`config.mk`:
```
export PLATFORM = sky130hd
export DESIGN_NAME = uart_tx_serializer
export DESIGN_NICKNAME = d
export VERILOG_FILES = /design/src/rtl/uart_tx_serializer.sv
export SDC_FILE = /design/constraint.sdc
export NUM_CORES = 1
export LEC_CHECK = 0
export ABC_CLOCK_PERIOD_IN_PS = 5700
export CAP_MARGIN = 20
export CELL_PAD_IN_SITES_DETAIL_PLACEMENT = 0
export CELL_PAD_IN_SITES_GLOBAL_PLACEMENT = 1
export CORE_ASPECT_RATIO = 0.8
export CORE_MARGIN = 2
export CORE_UTILIZATION = 40
export CTS_BUF_LIST = sky130_fd_sc_hd__clkbuf_4
export DETAILED_ROUTE_END_ITERATION = 7
export GPL_ROUTABILITY_DRIVEN = 0
export HOLD_SLACK_MARGIN = 0.15
export PLACE_DENSITY = 0.74
export SYNTH_ARGS = -nofsm -noshare
export SYNTH_HDL_FRONTEND = slang
export SYNTH_SLANG_ARGS = --single-unit
export TNS_END_PERCENT = 10
```
`constraint.sdc`:
```
create_clock -name clock -period 5.7 [get_ports clock]
set_clock_uncertainty 0.2 [all_clocks]
set_input_delay 1.14 -clock clock [delete_from_list [all_inputs] [get_ports clock]]
set_output_delay 1.14 -clock clock [all_outputs]
set_load 0.02 [all_outputs]
```
`src/rtl/uart_tx_serializer.sv`:
```
// FIFO-fed UART transmitter: 7/8 data bits, optional odd/even parity, oversampled bit timing.
// Define UART_TX_TWO_STOP_EN to send two stop bits instead of one.
module uart_tx_serializer #(
  parameter int RD_LATENCY = 2,
  parameter int OVERSAMPLE = 16
) (
  input  logic       clock,
  input  logic       reset,
  input  logic       baud_en,
  input  logic       fifo_empty,
  output logic       fifo_read_n,
  input  logic [7:0] fifo_data,
  input  logic       bit8,
  input  logic       parity_en,
  input  logic       odd_n_even,
  output logic       tx,
  output logic       tx_busy,
  output logic       tx_done
);

  localparam logic [2:0] S_IDLE   = 3'd0;
  localparam logic [2:0] S_FETCH  = 3'd1;
  localparam logic [2:0] S_START  = 3'd2;
  localparam logic [2:0] S_DATA   = 3'd3;
  localparam logic [2:0] S_PARITY = 3'd4;
  localparam logic [2:0] S_STOP   = 3'd5;

  localparam int TW  = (OVERSAMPLE > 1) ? $clog2(OVERSAMPLE) : 1;
  localparam int LAT = (RD_LATENCY > 0) ? RD_LATENCY : 1;
  localparam int LW  = (LAT > 1) ? $clog2(LAT) : 1;
  localparam logic [TW-1:0] TICK_LAST = TW'(OVERSAMPLE - 1);
  localparam logic [LW-1:0] LAT_LAST  = LW'(LAT - 1);
`ifdef UART_TX_TWO_STOP_EN
  localparam logic [2:0] STOP_LAST = 3'd1;
`else
  localparam logic [2:0] STOP_LAST = 3'd0;
`endif

  // Parity over the already-masked data byte; odd selects inversion.
  function automatic logic frame_parity(input logic [7:0] data, input logic odd);
    frame_parity = (^data) ^ odd;
  endfunction

  logic [2:0]    state_q, state_d;
  logic [TW-1:0] tick_q, tick_d;
  logic [LW-1:0] lat_q, lat_d;
  logic [2:0]    bit_cnt_q, bit_cnt_d;
  logic [7:0]    shreg_q, shreg_d;
  logic          parity_q, parity_d;
  logic          bit8_q, bit8_d;
  logic          par_en_q, par_en_d;
  logic          tx_q, tx_d;
  logic          busy_q, busy_d;
  logic          done_q, done_d;

  logic          read_req;
  logic          bit_end;
  logic [7:0]    load_byte;
  logic [2:0]    data_last;

  // The read strobe is decoded from the registered state so it lands in the IDLE exit cycle itself.
  assign read_req    = (state_q == S_IDLE) && !fifo_empty && !reset;
  assign fifo_read_n = !read_req;
  assign tx          = tx_q;
  assign tx_busy     = busy_q;
  assign tx_done     = done_q;

  // Next-state, datapath and registered-output logic.
  always_comb begin
    state_d   = state_q;
    tick_d    = tick_q;
    lat_d     = lat_q;
    bit_cnt_d = bit_cnt_q;
    shreg_d   = shreg_q;
    parity_d  = parity_q;
    bit8_d    = bit8_q;
    par_en_d  = par_en_q;
    tx_d      = tx_q;
    done_d    = 1'b0;
    load_byte = bit8 ? fifo_data : {1'b0, fifo_data[6:0]};
    data_last = bit8_q ? 3'd7 : 3'd6;
    bit_end   = baud_en && (tick_q == TICK_LAST);

    // Tick counter only runs while a bit is on the line.
    if ((state_q == S_START) || (state_q == S_DATA) ||
        (state_q == S_PARITY) || (state_q == S_STOP)) begin
      if (baud_en) begin
        tick_d = bit_end ? '0 : tick_q + 1'b1;
      end else begin
        tick_d = tick_q;
      end
    end else begin
      tick_d = '0;
    end

    case (state_q)
      S_IDLE: begin
        tx_d  = 1'b1;
        lat_d = '0;
        if (read_req) begin
          state_d = S_FETCH;
        end else begin
          state_d = S_IDLE;
        end
      end
      S_FETCH: begin
        tx_d = 1'b1;
        if (lat_q == LAT_LAST) begin
          state_d   = S_START;
          shreg_d   = load_byte;
          parity_d  = frame_parity(load_byte, odd_n_even);
          bit8_d    = bit8;
          par_en_d  = parity_en;
          bit_cnt_d = 3'd0;
          lat_d     = '0;
          tx_d      = 1'b0;
        end else begin
          lat_d = lat_q + 1'b1;
        end
      end
      S_START: begin
        if (bit_end) begin
          state_d   = S_DATA;
          bit_cnt_d = 3'd0;
          tx_d      = shreg_q[0];
        end else begin
          tx_d = 1'b0;
        end
      end
      S_DATA: begin
        if (bit_end) begin
          if (bit_cnt_q == data_last) begin
            bit_cnt_d = 3'd0;
            if (par_en_q) begin
              state_d = S_PARITY;
              tx_d    = parity_q;
            end else begin
              state_d = S_STOP;
              tx_d    = 1'b1;
            end
          end else begin
            bit_cnt_d = bit_cnt_q + 3'd1;
            shreg_d   = {1'b0, shreg_q[7:1]};
            tx_d      = shreg_q[1];
          end
        end else begin
          tx_d = shreg_q[0];
        end
      end
      S_PARITY: begin
        if (bit_end) begin
          state_d   = S_STOP;
          bit_cnt_d = 3'd0;
          tx_d      = 1'b1;
        end else begin
          tx_d = parity_q;
        end
      end
      S_STOP: begin
        tx_d = 1'b1;
        if (bit_end) begin
          if (bit_cnt_q == STOP_LAST) begin
            state_d   = S_IDLE;
            bit_cnt_d = 3'd0;
            done_d    = 1'b1;
          end else begin
            bit_cnt_d = bit_cnt_q + 3'd1;
          end
        end else begin
          bit_cnt_d = bit_cnt_q;
        end
      end
      default: begin
        state_d = S_IDLE;
        tx_d    = 1'b1;
      end
    endcase

    busy_d = (state_d != S_IDLE);
  end

  // State and output registers with synchronous reset that aborts any frame in flight.
  always_ff @(posedge clock) begin
    if (reset) begin
      state_q   <= S_IDLE;
      tick_q    <= '0;
      lat_q     <= '0;
      bit_cnt_q <= 3'd0;
      shreg_q   <= 8'd0;
      parity_q  <= 1'b0;
      bit8_q    <= 1'b0;
      par_en_q  <= 1'b0;
      tx_q      <= 1'b1;
      busy_q    <= 1'b0;
      done_q    <= 1'b0;
    end else begin
      state_q   <= state_d;
      tick_q    <= tick_d;
      lat_q     <= lat_d;
      bit_cnt_q <= bit_cnt_d;
      shreg_q   <= shreg_d;
      parity_q  <= parity_d;
      bit8_q    <= bit8_d;
      par_en_q  <= par_en_d;
      tx_q      <= tx_d;
      busy_q    <= busy_d;
      done_q    <= done_d;
    end
  end

endmodule

```
### Word level (Yosys, flattened, before mapping)

Index checks and enable logic that the tools add are counted.

* flip-flop bits (word level): 25
* input bits: 15
* output and inout port bits: 4
* logic and storage cells: 86

* add/sub/neg operators: 3
* equal/unequal tests: 12
* muxes and demuxes: 34
* bitwise logic cells: 4
* reduce and logical (&&, ||, !) cells: 22

Operators with widths (number)
* $mux 3: 13
* $mux 8: 4
* $pmux 3 s6: 1
* $pmux 8 s2: 1
* $pmux 3 s4: 1
* $mux 1: 11
* $ne 2x2->1 const B: 4
* $reduce_xor 8->1: 1
* $eq 3x2->1 const B: 2
* $eq 3x3->1 const B: 2
* $logic_not 3->1: 2
* $reduce_and 5->1: 1
* $add 4x1->4 const B: 1
* $eq 4x4->1 const B: 1
* $mux 4: 1
* $pmux 1 s4: 1
* $reduce_and 4->1: 1
* $reduce_bool 2->1: 2
* $reduce_bool 4->1: 1
* $reduce_or 2->1: 2
* $add 3x1->3 const B: 1
* $eq 3x1->1 const B: 1
* $eq 3x3->1: 1
* $logic_and 1x1->1: 3
* other kinds (10): 16

### Depth between registers and ports, before layout

Gate-level depths: netlist of the first run.

* depth after elaboration: 6
* mapped depth: 7
* mapped depth without buffers: 7

### Worst setup path before layout of the first run

OpenSTA, ideal clock, no wires.

* path kind: in2out
* start: input reset
* end: output fifo_read_n
* data arrival time: 1611 ps
* required time: 4360 ps
* setup slack: 2749 ps
* stages: 3
* path buffers: 1
* cells stage by stage: clkbuf_1 -> nor2_1 -> nand2_1

* cells in the longest elaborated chain, start to end: 3

Ends and longest elaborated chain
* from (decl): RTL line 8 `input logic reset,`
* $logic_not 1->1: RTL line 62 `assign read_req = (state_q == S_IDLE) && !fifo_empty && !reset;`
* $logic_and 1x1->1: RTL line 62
* $logic_not 1->1: RTL line 63 `assign fifo_read_n = !read_req;`
* to (decl): RTL line 11 `output logic fifo_read_n,`

No other way between the ends.

### Worst setup path after layout of the first run

Ends and elaborated chain as after synthesis.

==> results.sh, run 1 <==
export IMPL_status="completed"
export IMPL_power_density_nw_per_um2=191
export IMPL_async_reset_ff_share_pct=0
export IMPL_worstSetupStartpoint="reset"
export IMPL_num_rows=19
export IMPL_clkTransAtPathRegs_ns=0.15
export IMPL_initial_core_util_pct=41.5
export IMPL_yosys_warnings=0
export IMPL_switching_share_pct=25.2
export IMPL_synth_cells=159
export IMPL_fin_tns_setup_ns=0
export IMPL_clkPwrFrac_pct=26.4
export IMPL_dr_first_iter_drc_count=67
export IMPL_irDropWorstVdd_mv=0.119
export IMPL_clk_latency_ns=0.33
export IMPL_io_buffers=18
export IMPL_p_comb_share_pct=14.5
export IMPL_synth_area_per_cell_um2=8.88
export IMPL_start_kind="primary input"
export IMPL_antenna_found_initial=0
export IMPL_synth_seq_area_share_pct=35.5
export IMPL_post_cts_setup_buffer_count=0
export IMPL_dr_pass1_iters=4
export IMPL_netlist_top_cells_count="dfxtp_1, nand2_1, nor2_1"
export IMPL_syn_to_final_growth_pct=14.5
export IMPL_totalWireLength_um=2770
export IMPL_cts_buffers=3
export IMPL_die_w_um=70.4
export IMPL_cts_hold_buf=0
export IMPL_htree_levels=1
export IMPL_fin_ws_ns=1.77
export IMPL_regArea_um2=500
export IMPL_die_area_um2=4020
export IMPL_synth_edf_count=0
export IMPL_place_ws_ns=1.75
export IMPL_cts_sinks=25
export IMPL_antenna_cells=0
export IMPL_synth_most_common_cell="dfxtp_1"
export IMPL_p_seq_share_pct=59.0
export IMPL_place_detailed_hpwl_um=1980
export IMPL_hold_viol_final=0
export IMPL_rsz0062_at_grt="no"
export IMPL_yosys_cell_types_count=46
export IMPL_min_path_type="reg -> reg"
export IMPL_p_sw_uw=77.9
export IMPL_viasPerCell=5.28
export IMPL_p_int_uw=231
export IMPL_r2r_slack_ns=3.64
export IMPL_wire_per_inst_um=12.8
export IMPL_die_h_um=57.1
export IMPL_final_layout_size_suffix_gt1_share_pct=10.9
export IMPL_cap_viol_max_count=0
export IMPL_path_class="in -> out"
export IMPL_cp_required_ns=4.36
export IMPL_ys_ff_latch=25
export IMPL_worstPathArrival_ns=2.59
export IMPL_synth_area_leaders="dfxtp_1, nand2_1, xnor2_1, a21oi_1, nor2_1"
export IMPL_syn_area_um2=1410
export IMPL_r2r_end="shreg_q[6]$_SDFFE_PP0P_"
export IMPL_worstMarginPinSlew_ns=0.566
export IMPL_cts_resized=0
export IMPL_setup_viol=0
export IMPL_relSlewSlack_pct=62.2
export IMPL_clock_path_buffers=2
export IMPL_rr_worst_depth=5
export IMPL_cts_tree="done"
export IMPL_multiInputGateArea_um2=830
export IMPL_syn_nets=177
export IMPL_endpoint="fifo_read_n"
export IMPL_grt_pass1_wl_um=4870
export IMPL_drc_errors=0
export IMPL_synthFlopType="dfxtp_1"
export IMPL_ios=19
export IMPL_fin_nets=193
export IMPL_fin_crit_sh_pct=68.9
export IMPL_grt_max_degree=23
export IMPL_core_um2=3400
export IMPL_max_freq_mhz=255
export IMPL_first_global_vias=1077
export IMPL_grt_use_total_pct=15.1
export IMPL_power_uw=309
export IMPL_num_fill_cells=328
export IMPL_cp_end_kind="primary output"
export IMPL_grt_overflow=0
export IMPL_maxSlewViolCount=0
export IMPL_path_max_fanout=22
export IMPL_r2r_start="state_q[0]$_SDFF_PP0_"
export IMPL_drtAntennaViolNets=0
export IMPL_vias=1140
export IMPL_yosysTopAreaCellShare_pct=35.5
export IMPL_cts_root_buffer_cell="clkbuf_4"
export IMPL_p_leak_uw=0.000572
export IMPL_yosys_area_top_type="dfxtp_1"
export IMPL_fin_crit_ns=3.93
==> layout by cell type (no fill, tap or decap), types with 2 or more instances in the layout <==
master,netlist,routed
dfxtp_1,25,25
nand2_1,24,24
clkdlybuf4s50_1,0,18
nor2_1,16,16
a21oi_1,12,12
xnor2_1,8,8
mux2i_1,5,5
a311oi_1,5,5
nand2b_1,4,4
xor2_1,3,3
nand3b_1,3,3
a31oi_1,3,3
nor2_2,3,3
a311oi_2,3,3
ha_1,3,3
clkbuf_4,0,3
nor3_1,2,2
inv_1,2,2
nor2b_1,2,2
or2_2,2,2
or3_1,2,2
a21o_1,2,2
buf_4,3,2
==> kinds of logic (layout without fill, tap and decap cells) <==
group                      after synthesis  in the layout  synth area share (%)
adders and majority gates                3              3                  2.66
DFF                                     25             25                  35.5
AOI/OAI and AO/OA                       33             33                  18.2
buffers and inverters                   12             27                  5.76
and+or+nand+nor                         69             69                  26.0
xor gates and xnor gates                12             12                  8.42
muxes                                    5              5                  3.55
==> cell type report <==
type,instances,area share (%)
Inverter,3,0.697
Tap cell,42,3.25
Clock buffer,3,1.39
Timing Repair Buffer,20,12.1
Sequential cell,25,31.0
Multi-Input combinational cell,122,51.3
Clock inverter,1,0.310
==> worst min-delay path by stage <==
| stage | to | start | cells after the start |
|---|---|---|---|
| finish | shreg_q[3]$_SDFFE_PP0P_ | shreg_q[4]$_SDFFE_PP0P_ | 2 |
| global route | shreg_q[3]$_SDFFE_PP0P_ | shreg_q[4]$_SDFFE_PP0P_ | 2 |
| CTS | shreg_q[2]$_SDFFE_PP0P_ | shreg_q[3]$_SDFFE_PP0P_ | 2 |
| detailed placement | shreg_q[2]$_SDFFE_PP0P_ | shreg_q[3]$_SDFFE_PP0P_ | 2 |
| global placement | shreg_q[7]$_SDFFE_PP0P_ | shreg_q[7]$_SDFFE_PP0P_ | 2 |
| floorplan | shreg_q[7]$_SDFFE_PP0P_ | shreg_q[7]$_SDFFE_PP0P_ | 2 |
==> layer usage <==
| metal | wire (µm) | GRT usage [%] | share of wire [%] | vias to the layer above |
|---|---|---|---|---|
| li1 | - | - | - | 592 |
| met1 | 1410 | 20.4 | 51 | 525 |
| met2 | 1230 | 24.9 | 44 | 21 |
| met3 | 123 | 4.24 | 4.4 | 2 |
| met4 | 14 | 2.47 | 0.50 | 0 |
| met5 | 0 | 0 | 0 | - |
==> registers in the layout (all words and copies together), names as in the netlist <==
| signal | flops |
|---|---|
| bit8_q | 1 |
| bit_cnt_q | 3 |
| lat_q | 1 |
| par_en_q | 1 |
| parity_q | 1 |
| shreg_q | 8 |
| state_q | 3 |
| tick_q | 4 |
| tx | 1 |
| tx_busy | 1 |
| tx_done | 1 |
==> worst max-delay path, cell delays in order <==
cell,delay [ns]
clkdlybuf4s50_1,0.45
buf_4,0.26
nor2_1,0.07
nand2_1,0.07
clkdlybuf4s50_1,0.59
==> power by group through the flow <==
| stage | clock network, µW | logic (µW) | registers, µW |
|---|---|---|---|
| global placement | 0 | 44.8 | 186 |
| floorplan | 0 | 28.9 | 185 |
| global route | 93.0 | 48.9 | 183 |
| detailed placement | 0 | 45.2 | 186 |
| CTS | 86.0 | 45.3 | 183 |
| finish | 81.7 | 44.9 | 183 |
==> through the flow <==
step | cells | hold slack [ns] | instance area [µm²] | utilization (%)
after floorplan | 159 | 0.245 | 1410 | -
after global placement | 212 | 0.259 | 1590 | 46.7
after detailed placement | 212 | 0.276 | 1590 | 46.7
after CTS | 216 | 0.296 | 1620 | 47.6
after global routing | 216 | 0.320 | 1620 | 47.6
final | 216 | 0.284 | 1620 | 47.6
Power figures use the tool's default switching activity.
==> run 2, diff against run 1 <==
- ABC_CLOCK_PERIOD_IN_PS: 5700 -> 3900
- clock period: 5.7 -> 3.9 ns (I/O delays scaled with it)
==> run 2 against run 1 <==
- critical path type unchanged
- first-iteration DRC count up 36%
- non-clock buffer count unchanged
- utilization up 0.074 points
- largest power group unchanged
- sequential cell count unchanged
- highest routed layer unchanged
- final cell count unchanged
- combinational power up 46%
- via count down 2.5%
==> results.sh, run 2 (same netlist as run 1, synthesis figures left out) <==
export IMPL_htree_levels=1
export IMPL_fin_nets=193
export IMPL_first_global_vias=1028
export IMPL_fin_ws_ns=0.940
export IMPL_cts_buffers=3
export IMPL_viasPerCell=5.15
export IMPL_final_cell_mix="dfxtp_1, nand2_1, clkdlybuf4s50_1, nor2_1, a21oi_1"
export IMPL_hold_start="shreg_q[7]$_SDFFE_PP0P_"
export IMPL_grt_pass1_wl_um=4650
export IMPL_final_common_cell="dfxtp_1"
export IMPL_placed_cell_area_um2=1590
export IMPL_drtAntennaViolNets=0
export IMPL_place_detailed_hpwl_um=1930
export IMPL_grt_busiest_layer="met2"
export IMPL_hold_end="shreg_q[7]$_SDFFE_PP0P_"
export IMPL_status="completed"
export IMPL_cp_required_ns=2.92
export IMPL_relSlewSlack_pct=62.9
export IMPL_grt_util_met2_pct=22.6
export IMPL_fin_crit_sh_pct=75.9
export IMPL_totalWireLength_um=2680
export IMPL_cts_hold_buf=0
export IMPL_dpl_cell_count=212
export IMPL_cap_viol_max_count=0
export IMPL_met3_usage_pct=4.24
export IMPL_io_buffers=18
export IMPL_multiInputGateArea_um2=830
export IMPL_worstMarginPinSlew_ns=0.556
export IMPL_clock_path_buffers=2
export IMPL_irDropWorstVdd_mv=0.209
export IMPL_syn_to_final_growth_pct=14.7
export IMPL_worstPathArrival_ns=1.98
export IMPL_r2r_slack_ns=1.82
export IMPL_min_path_type="reg -> reg"
export IMPL_fin_area_um2=1620
export IMPL_num_rows=19
export IMPL_r2r_end="shreg_q[0]$_SDFFE_PP0P_"
export IMPL_ios=19
export IMPL_start_kind="primary input"
export IMPL_drc_errors=0
export IMPL_regArea_um2=500
export IMPL_antenna_found_initial=0
export IMPL_die_w_um=70.4
export IMPL_cp_end_kind="primary output"
export IMPL_hold_path_depth=2
export IMPL_maxSlewViolCount=0
export IMPL_top_regs="shreg_q x8, tick_q x4"
export IMPL_place_ws_ns=0.931
export IMPL_fin_tns_setup_ns=0
export IMPL_num_fill_cells=341
export IMPL_setup_viol=0
export IMPL_antenna_cells=0
export IMPL_top_register="shreg_q"
export IMPL_core_um2=3400
export IMPL_final_layout_size_suffix_gt1_share_pct=10.9
export IMPL_grt_max_degree=22
export IMPL_initial_core_util_pct=41.5
export IMPL_path_max_fanout=2
export IMPL_cts_root_buffer_cell="clkbuf_4"
export IMPL_power_density_nw_per_um2=280
export IMPL_clkTransAtPathRegs_ns=0.12
export IMPL_cts_sinks=25
export IMPL_cts_resized=0
export IMPL_gr_usage_met1_pct=20.0
export IMPL_rsz0062_at_grt="no"
export IMPL_die_h_um=57.1
export IMPL_vias=1112
export IMPL_fin_cells=216
export IMPL_path_class="in -> out"
export IMPL_grt_use_total_pct=14.4
export IMPL_r2r_start="state_q[1]$_SDFF_PP0_"
export IMPL_grt_overflow=0
export IMPL_max_freq_mhz=338
export IMPL_p_leak_uw=0.000573
export IMPL_wire_per_inst_um=12.4
export IMPL_post_cts_setup_buffer_count=0
export IMPL_dr_pass1_iters=4
export IMPL_hold_viol_final=0
export IMPL_cts_tree="done"
export IMPL_largest_register_ffs=8
export IMPL_fin_crit_ns=2.96
export IMPL_clk_latency_ns=0.31
export IMPL_fin_util_pct=47.6
export IMPL_dr_first_iter_drc_count=91
export IMPL_rr_worst_depth=5
export IMPL_die_area_um2=4020
## run 2: cell count changes in the layout (fill, tap and decap cells not counted)
cell,delta
clkbuf_4,+1
clkinv_2,-1
## run 2: cell type report
class,count,share of cell area (%)
sequential,25,30.9
timing repair buffer,20,12.1
inverter,3,0.696
tap,42,3.25
clock buffer,4,1.85
multi-input combinational,122,51.2
## run 2: how the worst max path moves through the flow
stage,from,cells after the start,endpoint
3_5_place_dp,fifo_empty,4,fifo_read_n
6_report,fifo_empty,4,fifo_read_n
3_3_place_gp,reset,4,fifo_read_n
5_1_grt,reset,4,fifo_read_n
2_1_floorplan,reset,3,fifo_read_n
4_1_cts,fifo_empty,4,fifo_read_n
## run 2: per-stage QoR
stage                     total power (µW)  hold slack [ns]
after floorplan                        312            0.245
after global placement                 338            0.260
after detailed placement               338            0.273
after CTS                              461            0.294
after global routing                   479            0.323
final                                  453            0.291
## run 2: critical path, stage by stage
cell and delay [ns]:
clkdlybuf4s50_1 0.47, nor3_1 0.05, nand2_1 0.09, clkdlybuf4s50_1 0.59
## run 2: power by group
group          switching, µW  total, µW  internal (µW)  leakage (µW)
clock network           74.3        121           46.9     0.0000184
registers               6.41        266            260      0.000202
logic                   26.3       65.6           39.3      0.000352
total                    107        453            346      0.000573
## run 2: layer usage
metal	share of wire, %	wire length, µm	vias to the layer above
met5	0	0	-
met1	53	1410	510
met4	0.71	19	0
met2	44	1180	10
met3	2.4	64	2
li1	-	-	590
==> run 3, diff against run 2 <==
- ABC_CLOCK_PERIOD_IN_PS: 3900 -> 2900
- clock period: 3.9 -> 2.9 ns (I/O delays scaled with it)
==> run 3 against run 2 <==
- via count increased by 3.0%
- global-route usage is 0.51 points higher
- highest routed layer unchanged
- clock power rose by 31%
- critical path type is now reg -> out
- first-iteration DRC count is 30% lower
- register-to-register slack worse by 0.96 ns
==> results.sh, run 3 (same netlist as run 1, synthesis figures left out) <==
export IMPL_status="completed"
export IMPL_cts_tree="done"
export IMPL_antenna_cells=0
export IMPL_fin_nets=195
export IMPL_cts_hold_buf=0
export IMPL_num_fill_cells=329
export IMPL_worstMarginPinSlew_ns=0.542
export IMPL_cp_end_kind="primary output"
export IMPL_path_class="reg -> out"
export IMPL_clk_latency_ns=0.32
export IMPL_antenna_found_initial=0
export IMPL_initial_core_util_pct=41.5
export IMPL_place_detailed_hpwl_um=1990
export IMPL_power_density_nw_per_um2=372
export IMPL_dr_pass1_iters=4
export IMPL_syn_to_final_growth_pct=15.6
export IMPL_first_global_vias=1073
export IMPL_drc_errors=0
export IMPL_die_w_um=70.4
export IMPL_cts_resized=0
export IMPL_vias=1145
export IMPL_hold_viol_final=0
export IMPL_maxSlewViolCount=0
export IMPL_grt_use_total_pct=14.9
export IMPL_wire_per_inst_um=12.8
export IMPL_die_area_um2=4020
export IMPL_grt_overflow=0
export IMPL_fin_crit_sh_pct=88.9
export IMPL_fin_area_um2=1630
export IMPL_final_cell_mix="dfxtp_1, nand2_1, clkdlybuf4s50_1, nor2_1, a21oi_1"
export IMPL_die_h_um=57.1
export IMPL_relSlewSlack_pct=63.8
export IMPL_top_register="shreg_q"
export IMPL_viasPerCell=5.25
export IMPL_grt_max_degree=22
export IMPL_min_path_type="reg -> reg"
export IMPL_htree_levels=1
export IMPL_ios=19
export IMPL_core_um2=3400
export IMPL_irDropWorstVdd_mv=0.247
export IMPL_post_cts_setup_buffer_count=0
export IMPL_drtAntennaViolNets=0
export IMPL_path_max_fanout=14
export IMPL_placed_cell_area_um2=1600
export IMPL_dr_first_iter_drc_count=64
export IMPL_num_rows=19
export IMPL_max_freq_mhz=388
export IMPL_setup_viol=0
export IMPL_top_regs="shreg_q x8, tick_q x4"
export IMPL_cts_root_buffer_cell="clkbuf_4"
export IMPL_fin_tns_setup_ns=0
export IMPL_largest_register_ffs=8
export IMPL_start_kind="register"
export IMPL_clock_path_buffers=2
export IMPL_final_layout_size_suffix_gt1_share_pct=11.9
export IMPL_cts_buffers=3
export IMPL_clkTransAtPathRegs_ns=0.15
export IMPL_cp_required_ns=2.12
export IMPL_cap_viol_max_count=0
export IMPL_rsz0062_at_grt="no"
export IMPL_totalWireLength_um=2780
export IMPL_worstPathArrival_ns=1.80
export IMPL_grt_pass1_wl_um=4860
export IMPL_final_common_cell="dfxtp_1"
export IMPL_io_buffers=18
export IMPL_cts_sinks=25
export IMPL_p_leak_uw=0.000583
export IMPL_fin_crit_ns=2.58
[run 3: cell count changes in the layout (fill, tap and decap cells not counted), sizes merged]
cell and change:
buf +2, clkinv +1, clkbuf -1
[run 3: area by class of cell]
class / count / area (µm²) / area share (%)
Clock buffer: 3 / 22.5 / 1.38
Clock inverter: 1 / 5.00 / 0.307
Inverter: 3 / 11.3 / 0.690
Multi-Input combinational cell: 122 / 830 / 50.8
Sequential cell: 25 / 500 / 30.7
Tap cell: 42 / 52.6 / 3.22
Timing Repair Buffer: 22 / 210 / 12.9
[run 3: worst paths after layout]
kind / slack (ns) / endpoint / cells past startpoint / startpoint
setup / recovery: 0.32 / fifo_read_n / 3 / state_q[1]$_SDFF_PP0_
hold / removal: 0.28 / shreg_q[7]$_SDFFE_PP0P_ / 2 / shreg_q[7]$_SDFFE_PP0P_
setup reg to reg: 0.86 / shreg_q[6]$_SDFFE_PP0P_ / 5 / state_q[1]$_SDFF_PP0_
hold reg to reg: 0.28 / shreg_q[7]$_SDFFE_PP0P_ / 2 / shreg_q[7]$_SDFFE_PP0P_
[run 3: power by group]
part           internal, µW  switching, µW  leakage, µW
sequential              350           4.29     0.000202
clock                  51.6            106    0.0000177
combinational          54.2           40.6     0.000363
[run 3: stage by stage]
step / total power (µW) / worst slack (ns) / util [%] / hold WS (ns) / cells
floorplan: 420 / 1.05 / - / 0.245 / 159
global placement: 456 / 0.340 / 47.2 / 0.261 / 214
detailed placement: 456 / 0.290 / 47.2 / 0.264 / 214
CTS: 618 / 0.312 / 48.0 / 0.284 / 218
global route: 640 / 0.206 / 48.0 / 0.308 / 218
finish: 607 / 0.323 / 48.0 / 0.279 / 218
[run 3: per-layer routing]
metal  global-route usage [%]  share of wire [%]
met5                        0                  0
met4                     3.57                1.4
met3                     3.71                2.7
met2                     23.0                 44
met1                     21.0                 52
[run 3: critical path, stage by stage (launching register included)]
cell and delay [ns]:
dfxtp_1 0.69, nor2_1 0.11, nand2_1 0.08, clkdlybuf4s50_1 0.59
